[src/rtl/board_cursor_pkg.sv]
// Shared defaults and enumerations for the board cursor controller.
package board_pkg;

  localparam int DEF_ROWS = 3;
  localparam int DEF_COLS = 3;

  typedef enum logic [2:0] {
    CMD_NONE,
    CMD_SEL,
    CMD_NEXT,
    CMD_UP,
    CMD_DOWN,
    CMD_LEFT,
    CMD_RIGHT
  } cmd_e;

  typedef enum logic [1:0] {
    IDLE,
    PLACE,
    SEARCH
  } cursor_state_e;

endpackage

[src/rtl/board_cursor_if.sv]
// Button/board-state/cursor bundle between the board buttons, the game logic and the cursor controller.
interface board_cursor_if
  import board_pkg::*;
#(
  parameter int ROWS = DEF_ROWS,
  parameter int COLS = DEF_COLS
);
  localparam int CELLS = ROWS * COLS;
  localparam int IW    = $clog2(CELLS);
  localparam int RW    = $clog2(ROWS);
  localparam int CW    = $clog2(COLS);

  logic             btn_next;
  logic             btn_up;
  logic             btn_down;
  logic             btn_left;
  logic             btn_right;
  logic             btn_sel;
  logic             enable;
  logic [CELLS-1:0] occupied;
  logic [IW-1:0]    cursor;
  logic [RW-1:0]    cursor_row;
  logic [CW-1:0]    cursor_col;
  logic             busy;
  logic             place_valid;
  logic [IW-1:0]    place_idx;
  logic             sel_reject;
  logic             board_full;

  modport master (
    output btn_next, btn_up, btn_down, btn_left, btn_right, btn_sel, enable, occupied,
    input  cursor, cursor_row, cursor_col, busy, place_valid, place_idx, sel_reject, board_full
  );

  modport slave (
    input  btn_next, btn_up, btn_down, btn_left, btn_right, btn_sel, enable, occupied,
    output cursor, cursor_row, cursor_col, busy, place_valid, place_idx, sel_reject, board_full
  );

endinterface

[src/rtl/board_cursor_btn_edge.sv]
// Two-flop synchroniser plus registered rising-edge detect: one pulse per button press.
module btn_edge (
  input  logic clk,
  input  logic rst,
  input  logic i_raw,
  output logic o_pulse
);
  logic r_sync1;
  logic r_sync2;
  logic r_prev;
  logic r_pulse;

  always_ff @(posedge clk or negedge rst) begin
    if (!rst) begin
      r_sync1 <= 1'b0;
      r_sync2 <= 1'b0;
      r_prev  <= 1'b0;
      r_pulse <= 1'b0;
    end else begin
      r_sync1 <= i_raw;
      r_sync2 <= r_sync1;
      r_prev  <= r_sync2;
      r_pulse <= r_sync2 & ~r_prev;
    end
  end

  assign o_pulse = r_pulse;

endmodule

[src/rtl/board_cursor.sv]
// Cursor controller for a ROWS x COLS board: button decode, directional/next moves,
// optional free-cell search and placement strobes toward the game logic.
module board_cursor
  import board_pkg::*;
#(
  parameter int ROWS          = DEF_ROWS,
  parameter int COLS          = DEF_COLS,
  parameter bit SKIP_OCCUPIED = 1'b1
) (
  input logic           clk,
  input logic           rst,
  board_cursor_if.slave bus
);
  localparam int CELLS = ROWS * COLS;
  localparam int IW    = $clog2(CELLS);
  localparam int RW    = $clog2(ROWS);
  localparam int CW    = $clog2(COLS);

  typedef struct packed {
    logic [IW-1:0] idx;
    logic [RW-1:0] row;
    logic [CW-1:0] col;
  } pos_t;

  // Linear +1 with row/col carried alongside, so no division is ever needed.
  function automatic pos_t inc_pos(input pos_t p);
    pos_t n;
    n = p;
    if (p.col == CW'(COLS - 1)) begin
      n.col = '0;
      if (p.row == RW'(ROWS - 1)) begin
        n.row = '0;
        n.idx = '0;
      end else begin
        n.row = p.row + RW'(1);
        n.idx = p.idx + IW'(1);
      end
    end else begin
      n.col = p.col + CW'(1);
      n.idx = p.idx + IW'(1);
    end
    return n;
  endfunction

  logic [5:0]    w_raw;
  logic [5:0]    w_pulse;
  cmd_e          w_cmd;
  cursor_state_e r_state, w_state_next;
  pos_t          r_pos, w_pos_next;
  pos_t          r_cand, w_cand_next;
  logic [IW-1:0] r_steps, w_steps_next;
  logic [IW-1:0] r_place_idx, w_place_idx_next;
  logic          r_sel_reject, w_sel_reject_next;

  assign w_raw = {bus.btn_right, bus.btn_left, bus.btn_down, bus.btn_up, bus.btn_next, bus.btn_sel};

  generate
    for (genvar gi = 0; gi < 6; gi++) begin : g_btn
      btn_edge u_btn_edge (
        .clk     (clk),
        .rst     (rst),
        .i_raw   (w_raw[gi]),
        .o_pulse (w_pulse[gi])
      );
    end
  endgenerate

  always_comb begin
    w_cmd = CMD_NONE;
    if      (w_pulse[0]) w_cmd = CMD_SEL;
    else if (w_pulse[1]) w_cmd = CMD_NEXT;
    else if (w_pulse[2]) w_cmd = CMD_UP;
    else if (w_pulse[3]) w_cmd = CMD_DOWN;
    else if (w_pulse[4]) w_cmd = CMD_LEFT;
    else if (w_pulse[5]) w_cmd = CMD_RIGHT;
  end

  always_comb begin
    w_state_next      = r_state;
    w_pos_next        = r_pos;
    w_cand_next       = r_cand;
    w_steps_next      = r_steps;
    w_place_idx_next  = r_place_idx;
    w_sel_reject_next = 1'b0;
    case (r_state)
      IDLE: begin
        if (bus.enable) begin
          case (w_cmd)
            CMD_SEL: begin
              if (bus.occupied[r_pos.idx]) begin
                w_sel_reject_next = 1'b1;
              end else begin
                w_place_idx_next = r_pos.idx;
                w_state_next     = PLACE;
              end
            end
            CMD_NEXT: begin
              if (SKIP_OCCUPIED) begin
                w_cand_next  = inc_pos(r_pos);
                w_steps_next = '0;
                w_state_next = SEARCH;
              end else begin
                w_pos_next = inc_pos(r_pos);
              end
            end
            CMD_UP: begin
              w_pos_next.row = (r_pos.row == '0) ? RW'(ROWS - 1) : r_pos.row - RW'(1);
              w_pos_next.idx = (r_pos.row == '0) ? r_pos.idx + IW'((ROWS - 1) * COLS)
                                                 : r_pos.idx - IW'(COLS);
            end
            CMD_DOWN: begin
              w_pos_next.row = (r_pos.row == RW'(ROWS - 1)) ? '0 : r_pos.row + RW'(1);
              w_pos_next.idx = (r_pos.row == RW'(ROWS - 1)) ? r_pos.idx - IW'((ROWS - 1) * COLS)
                                                            : r_pos.idx + IW'(COLS);
            end
            CMD_LEFT: begin
              w_pos_next.col = (r_pos.col == '0) ? CW'(COLS - 1) : r_pos.col - CW'(1);
              w_pos_next.idx = (r_pos.col == '0) ? r_pos.idx + IW'(COLS - 1) : r_pos.idx - IW'(1);
            end
            CMD_RIGHT: begin
              w_pos_next.col = (r_pos.col == CW'(COLS - 1)) ? '0 : r_pos.col + CW'(1);
              w_pos_next.idx = (r_pos.col == CW'(COLS - 1)) ? r_pos.idx - IW'(COLS - 1)
                                                            : r_pos.idx + IW'(1);
            end
            default: ;
          endcase
        end
      end
      PLACE: begin
        if (SKIP_OCCUPIED) begin
          w_cand_next  = inc_pos(r_pos);
          w_steps_next = '0;
          w_state_next = SEARCH;
        end else begin
          w_state_next = IDLE;
        end
      end
      SEARCH: begin
        // The original cell is the last candidate, so a full lap leaves the cursor put.
        if (!bus.occupied[r_cand.idx]) begin
          w_pos_next   = r_cand;
          w_state_next = IDLE;
        end else if (r_steps == IW'(CELLS - 1)) begin
          w_state_next = IDLE;
        end else begin
          w_cand_next  = inc_pos(r_cand);
          w_steps_next = r_steps + IW'(1);
        end
      end
      default: w_state_next = IDLE;
    endcase
  end

  always_ff @(posedge clk or negedge rst) begin
    if (!rst) begin
      r_state      <= IDLE;
      r_pos        <= '0;
      r_cand       <= '0;
      r_steps      <= '0;
      r_place_idx  <= '0;
      r_sel_reject <= 1'b0;
    end else begin
      r_state      <= w_state_next;
      r_pos        <= w_pos_next;
      r_cand       <= w_cand_next;
      r_steps      <= w_steps_next;
      r_place_idx  <= w_place_idx_next;
      r_sel_reject <= w_sel_reject_next;
    end
  end

  assign bus.cursor      = r_pos.idx;
  assign bus.cursor_row  = r_pos.row;
  assign bus.cursor_col  = r_pos.col;
  assign bus.busy        = (r_state == SEARCH) || (SKIP_OCCUPIED && (r_state == PLACE));
  assign bus.place_valid = (r_state == PLACE);
  assign bus.place_idx   = r_place_idx;
  assign bus.sel_reject  = r_sel_reject;
  assign bus.board_full  = &bus.occupied;

endmodule

[src/flat_wrapper.sv]
// flat-port wrapper written by rule: the top's interface ports become plain ports
module board_cursor_flat import board_pkg::*;
#(
  parameter int ROWS          = DEF_ROWS,
  parameter int COLS          = DEF_COLS,
  parameter bit SKIP_OCCUPIED = 1'b1
)
  (clk, rst, bus_btn_next, bus_btn_up, bus_btn_down, bus_btn_left, bus_btn_right, bus_btn_sel, bus_enable, bus_occupied, bus_cursor, bus_cursor_row, bus_cursor_col, bus_busy, bus_place_valid, bus_place_idx, bus_sel_reject, bus_board_full);
  board_cursor_if #(.ROWS(ROWS), .COLS(COLS)) bus_i ();
  input logic clk;
  input logic rst;
  input wire logic [$bits(bus_i.btn_next)-1:0] bus_btn_next;
  input wire logic [$bits(bus_i.btn_up)-1:0] bus_btn_up;
  input wire logic [$bits(bus_i.btn_down)-1:0] bus_btn_down;
  input wire logic [$bits(bus_i.btn_left)-1:0] bus_btn_left;
  input wire logic [$bits(bus_i.btn_right)-1:0] bus_btn_right;
  input wire logic [$bits(bus_i.btn_sel)-1:0] bus_btn_sel;
  input wire logic [$bits(bus_i.enable)-1:0] bus_enable;
  input wire logic [$bits(bus_i.occupied)-1:0] bus_occupied;
  output wire logic [$bits(bus_i.cursor)-1:0] bus_cursor;
  output wire logic [$bits(bus_i.cursor_row)-1:0] bus_cursor_row;
  output wire logic [$bits(bus_i.cursor_col)-1:0] bus_cursor_col;
  output wire logic [$bits(bus_i.busy)-1:0] bus_busy;
  output wire logic [$bits(bus_i.place_valid)-1:0] bus_place_valid;
  output wire logic [$bits(bus_i.place_idx)-1:0] bus_place_idx;
  output wire logic [$bits(bus_i.sel_reject)-1:0] bus_sel_reject;
  output wire logic [$bits(bus_i.board_full)-1:0] bus_board_full;
  assign bus_i.btn_next = bus_btn_next;
  assign bus_i.btn_up = bus_btn_up;
  assign bus_i.btn_down = bus_btn_down;
  assign bus_i.btn_left = bus_btn_left;
  assign bus_i.btn_right = bus_btn_right;
  assign bus_i.btn_sel = bus_btn_sel;
  assign bus_i.enable = bus_enable;
  assign bus_i.occupied = bus_occupied;
  assign bus_cursor = bus_i.cursor;
  assign bus_cursor_row = bus_i.cursor_row;
  assign bus_cursor_col = bus_i.cursor_col;
  assign bus_busy = bus_i.busy;
  assign bus_place_valid = bus_i.place_valid;
  assign bus_place_idx = bus_i.place_idx;
  assign bus_sel_reject = bus_i.sel_reject;
  assign bus_board_full = bus_i.board_full;
  board_cursor #(.ROWS(ROWS), .COLS(COLS), .SKIP_OCCUPIED(SKIP_OCCUPIED)) u_core (.clk(clk), .rst(rst), .bus(bus_i));
endmodule
[config.mk]
export PLATFORM = sky130hd
export DESIGN_NAME = board_cursor_flat
export DESIGN_NICKNAME = d
export VERILOG_FILES = /design/src/rtl/board_cursor_pkg.sv /design/src/rtl/board_cursor_if.sv /design/src/rtl/board_cursor_btn_edge.sv /design/src/rtl/board_cursor.sv /design/src/flat_wrapper.sv
export SDC_FILE = /design/constraint.sdc
export NUM_CORES = 1
export LEC_CHECK = 0
export CAP_MARGIN = 10
export CORE_AREA = 2 2 117 119
export DETAILED_ROUTE_END_ITERATION = 7
export DIE_AREA = 0 0 119 121
export SETUP_SLACK_MARGIN = 0.3
export SYNTH_ARGS = -nofsm -noshare
export SYNTH_HDL_FRONTEND = slang
export SYNTH_SLANG_ARGS = --single-unit
[constraint.sdc]
create_clock -name clk -period 1.9 [get_ports clk]
set_input_delay 0.57 -clock clk [delete_from_list [all_inputs] [get_ports clk]]
set_output_delay 0.57 -clock clk [all_outputs]
set_load 0.02 [all_outputs]
---- After elaboration in Yosys (flattened, before gate mapping) ----
Index checks and enable logic that the tools add are counted.
word-level totals
  register bits after elaboration ......... 51
  input port bits ......................... 18
  output and inout port bits .............. 16
  logic and storage cells ................. 155
cells by class
  add/sub/neg operators ................... 16
  order comparisons ....................... 2
  equality and inequality tests ........... 25
  muxes and demuxes ....................... 51
  bitwise gates (word level) .............. 13
  reductions and logical operators ........ 14
operators by type and width
  kind                 count
  $mux 8               6
  $mux 4               10
  $pmux 8 s3           1
  $mux 2               11
  $reduce_and 4->1     5
  $mux 3               6
  $pmux 4 s4           1
  $pmux 8 s2           1
  $ne 3x3->1 const B   5
  $add 4x1->4 const B  3
  $mux 6               2
  $pmux 2 s2           3
  $pmux 4 s3           1
  $eq 2x2->1 const B   5
  $lt 4x5->1 const B   2
  $eq 3x3->1 const B   3
  $reduce_and 9->1     1
  $add 2x1->2 const B  4
  $add 4x2->4 const B  2
  $bmux 1 s4           2
  $ne 2x2->1 const B   4
  $sub 4x2->4 const B  2
  $not 1->1            7
  $and 1x1->1          6
  other kinds (18)     28

---- Logic depth before layout (Yosys ltp) ----
Gate-level depths: netlist of the first run.
  depth after elaboration ................. 10
  mapped depth ............................ 8
  depth with buffers taken out ............ 7

---- Cells and area by module ----
From an unflattened synthesis of the first run, not the netlist that was laid out.
second synthesis, totals
  cell total of the unflattened synthesis .. 309
  area total of the unflattened synthesis .. 3148.0 um^2
by module, submodules not included
  module        instances  cells each  area an instance (um^2)
  board_cursor  1          279         2464.9
  btn_edge      6          5           113.9

---- Least setup slack after synthesis of the first run ----
Ideal clock, no wire load.
  path kind ............................... reg2reg
  from .................................... reg u_core.r_pos (netlist bit u_core.bus.cursor[2])
  to ...................................... reg u_core.r_pos (netlist bit u_core.bus.cursor[3])
  setup time .............................. 0.122 ns
  arrival ................................. 1.916 ns
  setup slack ............................. -0.138 ns
  cell stages (with the launch flop) ...... 9
  path buffers ............................ 1
  cells stage by stage .................... dfrtp_1 buf_2 inv_1 ha_1 nor2b_1 or3_1 a211oi_1 o31ai_1 a32o_1
between the ends
  word-level cells in the longest chain between the ends .. 5
RTL lines
  what                                 line                 source
  start: declaration                   board_cursor.sv:49   pos_t r_pos, w_pos_next;
  start signal: assignment             board_cursor.sv:164  r_pos <= w_pos_next;
  $add 4x1->4 (tied with other cells)  board_cursor.sv:123  : r_pos.idx + IW'(1);
  $mux 4, on equally long branches     n/a
  $pmux 4 s4 *                         board_cursor.sv:88   case (w_cmd)
  $mux 8 *                             board_cursor.sv:87   if (bus.enable) begin
  $pmux 8 s2 *                         board_cursor.sv:85   case (r_state)
Every way passes the cells marked *; elsewhere a longest branch is shown, timed or not. The select of a mux whose other input is x is not followed.
A chain may end at the register's enable or synchronous reset.

---- Final worst setup path of the first run ----
  from .................................... reg u_core.r_pos (netlist bit u_core.bus.cursor[0])
  to ...................................... reg u_core.r_state[1]
between the ends
  word-level cells in the longest chain between the ends .. 4
RTL lines
  what                          line                 source
  $bmux 1 s4                    board_cursor.sv:90   if (bus.occupied[r_pos.idx]) begin
  $mux 1 (not written as such)  board_cursor.sv:90
  $ne 3x3->1 (no line)          n/a
  $reduce_and 4->1 (no line)    n/a
  end signal: assignment        board_cursor.sv:163  r_state <= w_state_next;
  end: declaration              board_cursor.sv:48   cursor_state_e r_state, w_state_next;
Every way passes these cells. The select of a mux whose other input is x is not followed.

==> flow_summary.toml, run 1 <==
[outcome]
status = "complete, but fails checks"
failed_checks = "setup timing"

[setup_path]
ff2ff_setup_slack_ps = -50
startpoint_type = "flop"
worstSetupPathType = "flop to flop"
required_ps = 2070
r2r-start = "u_core.bus.cursor[0]"
crit_fanout = 3
reg2regPathDepth = 7
arrival_ps = 2130
r2r_end = "u_core.r_state[1]"
crit_path_end_kind = "flop"

[timing]
slew_violations = 0
fmax_mhz = 512
setup_viol = 6
fin_crit_sh = 1.03
rsz0062_at_grt = "true"
fin_worst_hold_slack_ps = 256
relSlewSlack = 0.751
setup_slack_ps = -53.0
fin_crit_ps = 1950
skew_ps = 9.04
hold_violations = 0
tightest_slew_ps = 373

[floorplan]
fp.dieW_um = 119
die_area_um2 = 14400
dieHeight_um = 121
initial_core_util = 0.246
pin_count = 34
coreArea_um2 = 13100
row_count = 42

[place]
dp_hpwl_um = 6670
io_buffers = 33
gp_routability_congestion = 0.885

[global_routing]
grtUsageMet1 = 0.172
use_met3 = 0.0230
grt_overflow = 0
grt_util_met2 = 0.236
grt_pass1_vias = 3129
grt_max_degree = 52
grt_pass1_wl_um = 15700
grt_usage = 0.135
gr-max-usage-layer = "met2"
antenna_found_initial = 0

[logic_synthesis]
post-synth-top-area-cell = "dfrtp_1"
synth_edf_count = 0
ys_types = 68
synthDominantCellAreaShare = 0.397
synthSimpleGateAreaFrac = 0.165
yosysWarnings = 0
ys_ff_latch = 51
synthArstFlopShare = 1.00
syn_avg_cell_area_um2 = 9.90
syn_nets = 363
synthMuxAreaShare = 0.0758
synth.area.top_cells = "dfrtp_1, ha_1, mux2i_1, mux2_2, inv_1"
synth_compound_area_frac = 0.223
synth_top_family_by_area = "compound AO/OA/AOI/OAI gates"
syn-instance-count = 325
syn_area_um2 = 3220
ys_seq_area_frac = 0.397
synth-xor-area-share = 0.0109
ys.flop_type = "dfrtp_1"
synth_fa_ha_area_frac = 0.0778

[cts]
clkTransAtPathRegs_ps = 70
clock-sinks = 51
hold_buffers = 0
clk_latency_ps = 290
h-tree-depth = 2
cts_buffers = 5
cts_tree = "yes"
clockBufferDepth = 2
cts_root_buf = "clkbuf_16"

[detailed_routing]
drt-pass1-iter-count = 4
drtAntennaViolNets = 0
wl_per_cell_um = 15.3
avgViaCountPerCell = 4.78
totalWireLength_um = 9620
drc = 0
vias = 2999
drtIter0Drc = 183

[layout]
multiInputGateArea_um2 = 2390
n_fill_cell = 1234
mostFrequentLayoutCells = "buf_4, dfrtp_1, buf_6"
fin_util = 0.412
nNetsFinal = 489
drive_gt1_frac = 0.538
layout_commonest_cell = "buf_4"
n_antenna_cell = 0
seq_area_um2 = 1290
area_growth_pct = 67.3

[power]
p_switching_w = 0.00418
pwr-share-seq = 0.173
power.share.clock = 0.104
p_per_area_nw_per_um2 = 1840
ir_drop_mv = 0.749
p_leak_nw = 2.29
combPwrFrac = 0.722
p_int_w = 0.00575
swShare = 0.421

[hold_path]
hold_path_class = "primary input to asynchronous set/reset pin"

[flow_run]
drv_cap = 0
cells by family (layout without fill, tap and decap cells):
group / Yosys count / after routing
mux: 22 / 22
simple gates: 96 / 96
buf+inv: 39 / 165
xor+xnor: 4 / 4
compound gates: 93 / 94
fa+ha+maj: 20 / 20
flops: 51 / 51
how the worst max path moves through the flow:
stage | startpoint | end | slack, ps
4_1_cts | u_core.bus.cursor[0] | u_core.r_state[0] | -20
5_1_grt | u_core.r_cand[5] | u_core.r_cand[5] | -120
6_report | u_core.bus.cursor[0] | u_core.r_state[1] | -50
2_1_floorplan | bus_occupied[7] | u_core.r_state[0] | -10
3_3_place_gp | bus_occupied[3] | bus_board_full | -760
3_5_place_dp | bus_occupied[3] | bus_board_full | -780
critical path, cell delays in order, from the launching register on:
cell      delay, ps
dfrtp_2         460
buf_6           150
mux2i_4         170
a221oi_2        340
buf_4           180
nand3_1         100
o221a_1         230
o211a_1         210
stage by stage:
step | power (W) | TNS [ps] | setup WS (ps) | std cells | cell area [µm²]
after CTS | 0.00918 | -73.8 | -22.7 | 618 | 5070
after global routing | 0.0106 | -1290 | -122 | 628 | 5390
final | 0.00994 | -96.9 | -53.0 | 628 | 5390
after floorplan | 0.00510 | -10.8 | -10.8 | 325 | 3440
after global placement | 0.00702 | -15050 | -758 | 592 | 4460
after detailed placement | 0.00711 | -15360 | -783 | 592 | 4460
cell usage after synthesis, types with 3 or more instances:
library cell and n:
o21ai_0 17, dfrtp_1 51, a211o_1 4, or2_2 3, nor2_1 14, clkbuf_1 6, a21oi_1 17, o211ai_1 4
o2bb2ai_1 3, nand4_1 3, nor4_1 3, nand2_1 22, mux2_2 9, nand2b_1 3, o31ai_1 4, nor2b_1 12
ha_1 20, and2_1 3, mux2i_1 12, a211oi_1 5, nand3_1 9, a21o_1 3, inv_1 25, nor3_1 7
buf_2 3, xnor2_1 3, a31oi_1 5, o22ai_1 4, and3_1 3
area by class of cell:
class / count / share of cell area
multi-input combinational: 236 / 0.443
sequential: 51 / 0.240
timing repair buffer: 132 / 0.224
tap: 176 / 0.0409
clock buffer: 5 / 0.0232
inverter: 25 / 0.0207
clock inverter: 3 / 0.00860
sequential cells by signal, indices dropped and copies added (netlist names):
| register | flops |
|---|---|
| u_core.g_btn.u_btn_edge.r_sync1 | 6 |
| u_core.bus.place_idx | 4 |
| u_core.g_btn.u_btn_edge.r_prev | 6 |
| u_core.r_cand | 8 |
| u_core.bus.cursor_row | 2 |
| u_core.r_state | 2 |
| u_core.bus.sel_reject | 1 |
| u_core.g_btn.u_btn_edge.r_sync2 | 6 |
| u_core.g_btn.u_btn_edge.o_pulse | 6 |
| u_core.bus.cursor_col | 2 |
| u_core.r_steps | 4 |
| u_core.bus.cursor | 4 |
timing repair:
action,in CTS,in global routing
pin swaps,40,22
endpoints found under the setup margin,43,37
cloned,1,0
gates resized for setup,164,68
setup buffers,17,10
power groups by stage:
stage                     Sequential (W)  Clock [W]  Combinational, W
final                            0.00172    0.00103           0.00718
after global placement           0.00172          0           0.00530
after CTS                        0.00169    0.00107           0.00642
after floorplan                  0.00180          0           0.00331
after global routing             0.00177    0.00111           0.00770
after detailed placement         0.00173          0           0.00538
per-layer routing:
layer | up-vias | share of wire
met5 | - | 0
met4 | 0 | 0.022
met3 | 15 | 0.037
met2 | 56 | 0.50
met1 | 1474 | 0.44
li1 | 1454 | -
(Power assumes the default switching activity.)
==> run 2, diff against run 1 <==
--- a/config.mk
+++ b/config.mk
@@ -9,6 +9,7 @@
 export CORE_AREA = 2 2 117 119
 export DETAILED_ROUTE_END_ITERATION = 7
 export DIE_AREA = 0 0 119 121
+export RECOVER_POWER = 25
 export SETUP_SLACK_MARGIN = 0.3
 export SYNTH_ARGS = -nofsm -noshare
 export SYNTH_HDL_FRONTEND = slang
==> run 2 against run 1 <==
Against the previous run: clock skew hardly changed; clock power hardly changed; sequential cell count stayed put; worst hold slack better by 92 ps; the run still ends with setup timing left; first-iteration DRC count stayed put; non-clock buffer count stayed put.
==> flow_summary.toml, run 2 (same netlist as run 1, synthesis figures left out) <==
[detailed_routing]
drtAntennaViolNets = 0
totalWireLength_um = 9600
drc = 0
drtIter0Drc = 183
drt-pass1-iter-count = 4
vias = 2998
wl_per_cell_um = 15.3
avgViaCountPerCell = 4.77

[setup_path]
r2r-start = "u_core.bus.cursor[0]"
slowest_stage = "or4b_4"
worstPathCellList = "buf_12 > or4b_4 > o31ai_4 > nand2_2 > o221a_1 > o211a_1"
crit_path_end_kind = "flop"
required_ps = 2070
crit_fanout = 3
ff2ff_setup_slack_ps = -50
r2r_end = "u_core.r_state[1]"
startpoint_type = "flop"
crit_path_max_incr_delay_ps = 520
worstSetupPathType = "flop to flop"
reg2regPathDepth = 6
cp_top_family = "compound AO/OA/AOI/OAI gates"
arrival_ps = 2120
cp.buffers_inverters = 1

[hold_path]
min_to = "u_core.g_btn[4].u_btn_edge.r_sync2"
min-delay-start = "u_core.g_btn[4].u_btn_edge.r_sync1"
hold_path_class = "flop to flop"
hold_path_depth = 0

[timing]
tightest_slew_ps = 1270
tns_ps = -93.6
fin_crit_ps = 1950
skew_ps = 8.98
fin_worst_hold_slack_ps = 349
setup_viol = 6
fmax_mhz = 513
relSlewSlack = 0.154
setup_slack_ps = -50.0
hold_violations = 0
rsz0062_at_grt = "true"
fin_crit_sh = 1.03
slew_violations = 0

[floorplan]
initial_core_util = 0.246
dieHeight_um = 121
fp.dieW_um = 119
coreArea_um2 = 13100
row_count = 42
pin_count = 34
die_area_um2 = 14400

[global_routing]
antenna_found_initial = 0
grt_usage = 0.135
grt_overflow = 0
grt_max_degree = 52
grt_pass1_vias = 3129
grt_pass1_wl_um = 15700

[power]
p_int_w = 0.00575
p_leak_nw = 2.28
ir_drop_mv = 0.750
combPwrFrac = 0.722
p_switching_w = 0.00418
p_per_area_nw_per_um2 = 1850
pwr-share-seq = 0.174
power.share.clock = 0.104
swShare = 0.421

[cts]
clock-sinks = 51
cts_tree = "yes"
clockBufferDepth = 2
h-tree-depth = 2
hold_buffers = 0
cts_buffers = 5
clk_latency_ps = 290
cts_root_buf = "clkbuf_16"
clkTransAtPathRegs_ps = 70

[layout]
regMostFlops = "u_core.r_cand"
n_antenna_cell = 0
seq_area_um2 = 1290
n_fill_cell = 1236
layout_commonest_cell = "buf_4"
area_growth_pct = 66.9
largest_reg_flops = 8
fin_cells = 628
multiInputGateArea_um2 = 2390
nNetsFinal = 489
drive_gt1_frac = 0.538
fin_util = 0.410
mostFrequentLayoutCells = "buf_4, dfrtp_1, buf_6"

[outcome]
status = "complete, but fails checks"
failed_checks = "setup timing"

[place]
gp_routability_congestion = 0.885
io_buffers = 33
dpl.cell_count = 592
dp_hpwl_um = 6670

[flow_run]
drv_cap = 0
-- run 2: changes by cell type in the layout (fill, tap and decap cells not counted) --
cell      delta
buf_12       -1
clkbuf_2     +1
-- run 2: per-stage QoR --
stage	setup slack (ps)	instance area, µm²	power [W]
2_1_floorplan	-10.8	3440	0.00510
3_3_place_gp	-758	4460	0.00702
3_5_place_dp	-783	4460	0.00711
4_1_cts	-22.7	5070	0.00918
5_1_grt	-122	5370	0.0106
6_report	-50.0	5370	0.00992
-- run 2: worst max-delay path by stage --
stage,startpoint,end,depth (start not counted)
after floorplan,bus_occupied[7],u_core.r_state[0],5
after global placement,bus_occupied[3],bus_board_full,4
after detailed placement,bus_occupied[3],bus_board_full,4
after CTS,u_core.bus.cursor[0],u_core.r_state[0],5
after global routing,u_core.r_cand[5],u_core.r_cand[5],5
final,u_core.bus.cursor[0],u_core.r_state[1],6
-- run 2: layout make-up --
cell class                 instances  share of cell area
clock buffer                       5              0.0233
clock inverter                     3             0.00862
inverter                          25              0.0207
multi-input combinational        236               0.444
sequential                        51               0.240
tap                              176              0.0410
timing repair buffer             132               0.222
-- run 2: timing repair --
action                     in CTS  in global routing
setup endpoints to repair      43                 37
pin swaps                      40                 22
hold endpoints to repair        0                  0
gates resized for setup       164                 68
buffers inserted               17                 10
cloned                          1                  0
-- run 2: routing by layer --
metal | global-route usage | up-vias | share of wire
met5 | 0 | - | 0
met4 | 0.0409 | 0 | 0.023
met3 | 0.0230 | 17 | 0.041
met2 | 0.236 | 58 | 0.50
met1 | 0.172 | 1469 | 0.43
li1 | - | 1454 | -
-- run 2: worst register-to-register path: stages (launching register included) --
cell	delay [ps]
dfrtp_2	460
buf_12	150
or4b_4	520
o31ai_4	280
nand2_2	90
o221a_1	130
o211a_1	210
-- run 2: power by group through the flow --
stage	Sequential (W)	Combinational, W	Clock (W)
floorplan	0.00180	0.00331	0
global placement	0.00172	0.00530	0
detailed placement	0.00173	0.00538	0
CTS	0.00169	0.00642	0.00107
global route	0.00177	0.00769	0.00111
finish	0.00172	0.00717	0.00103
==> run 3, diff against run 2 <==
--- a/config.mk
+++ b/config.mk
@@ -7,6 +7,7 @@
 export LEC_CHECK = 0
 export CAP_MARGIN = 10
 export CORE_AREA = 2 2 117 119
+export CTS_CLUSTER_SIZE = 20
 export DETAILED_ROUTE_END_ITERATION = 7
 export DIE_AREA = 0 0 119 121
 export RECOVER_POWER = 25
==> results of run 3 <==
Final layout, timing and power as in run 2 (identical DEF).
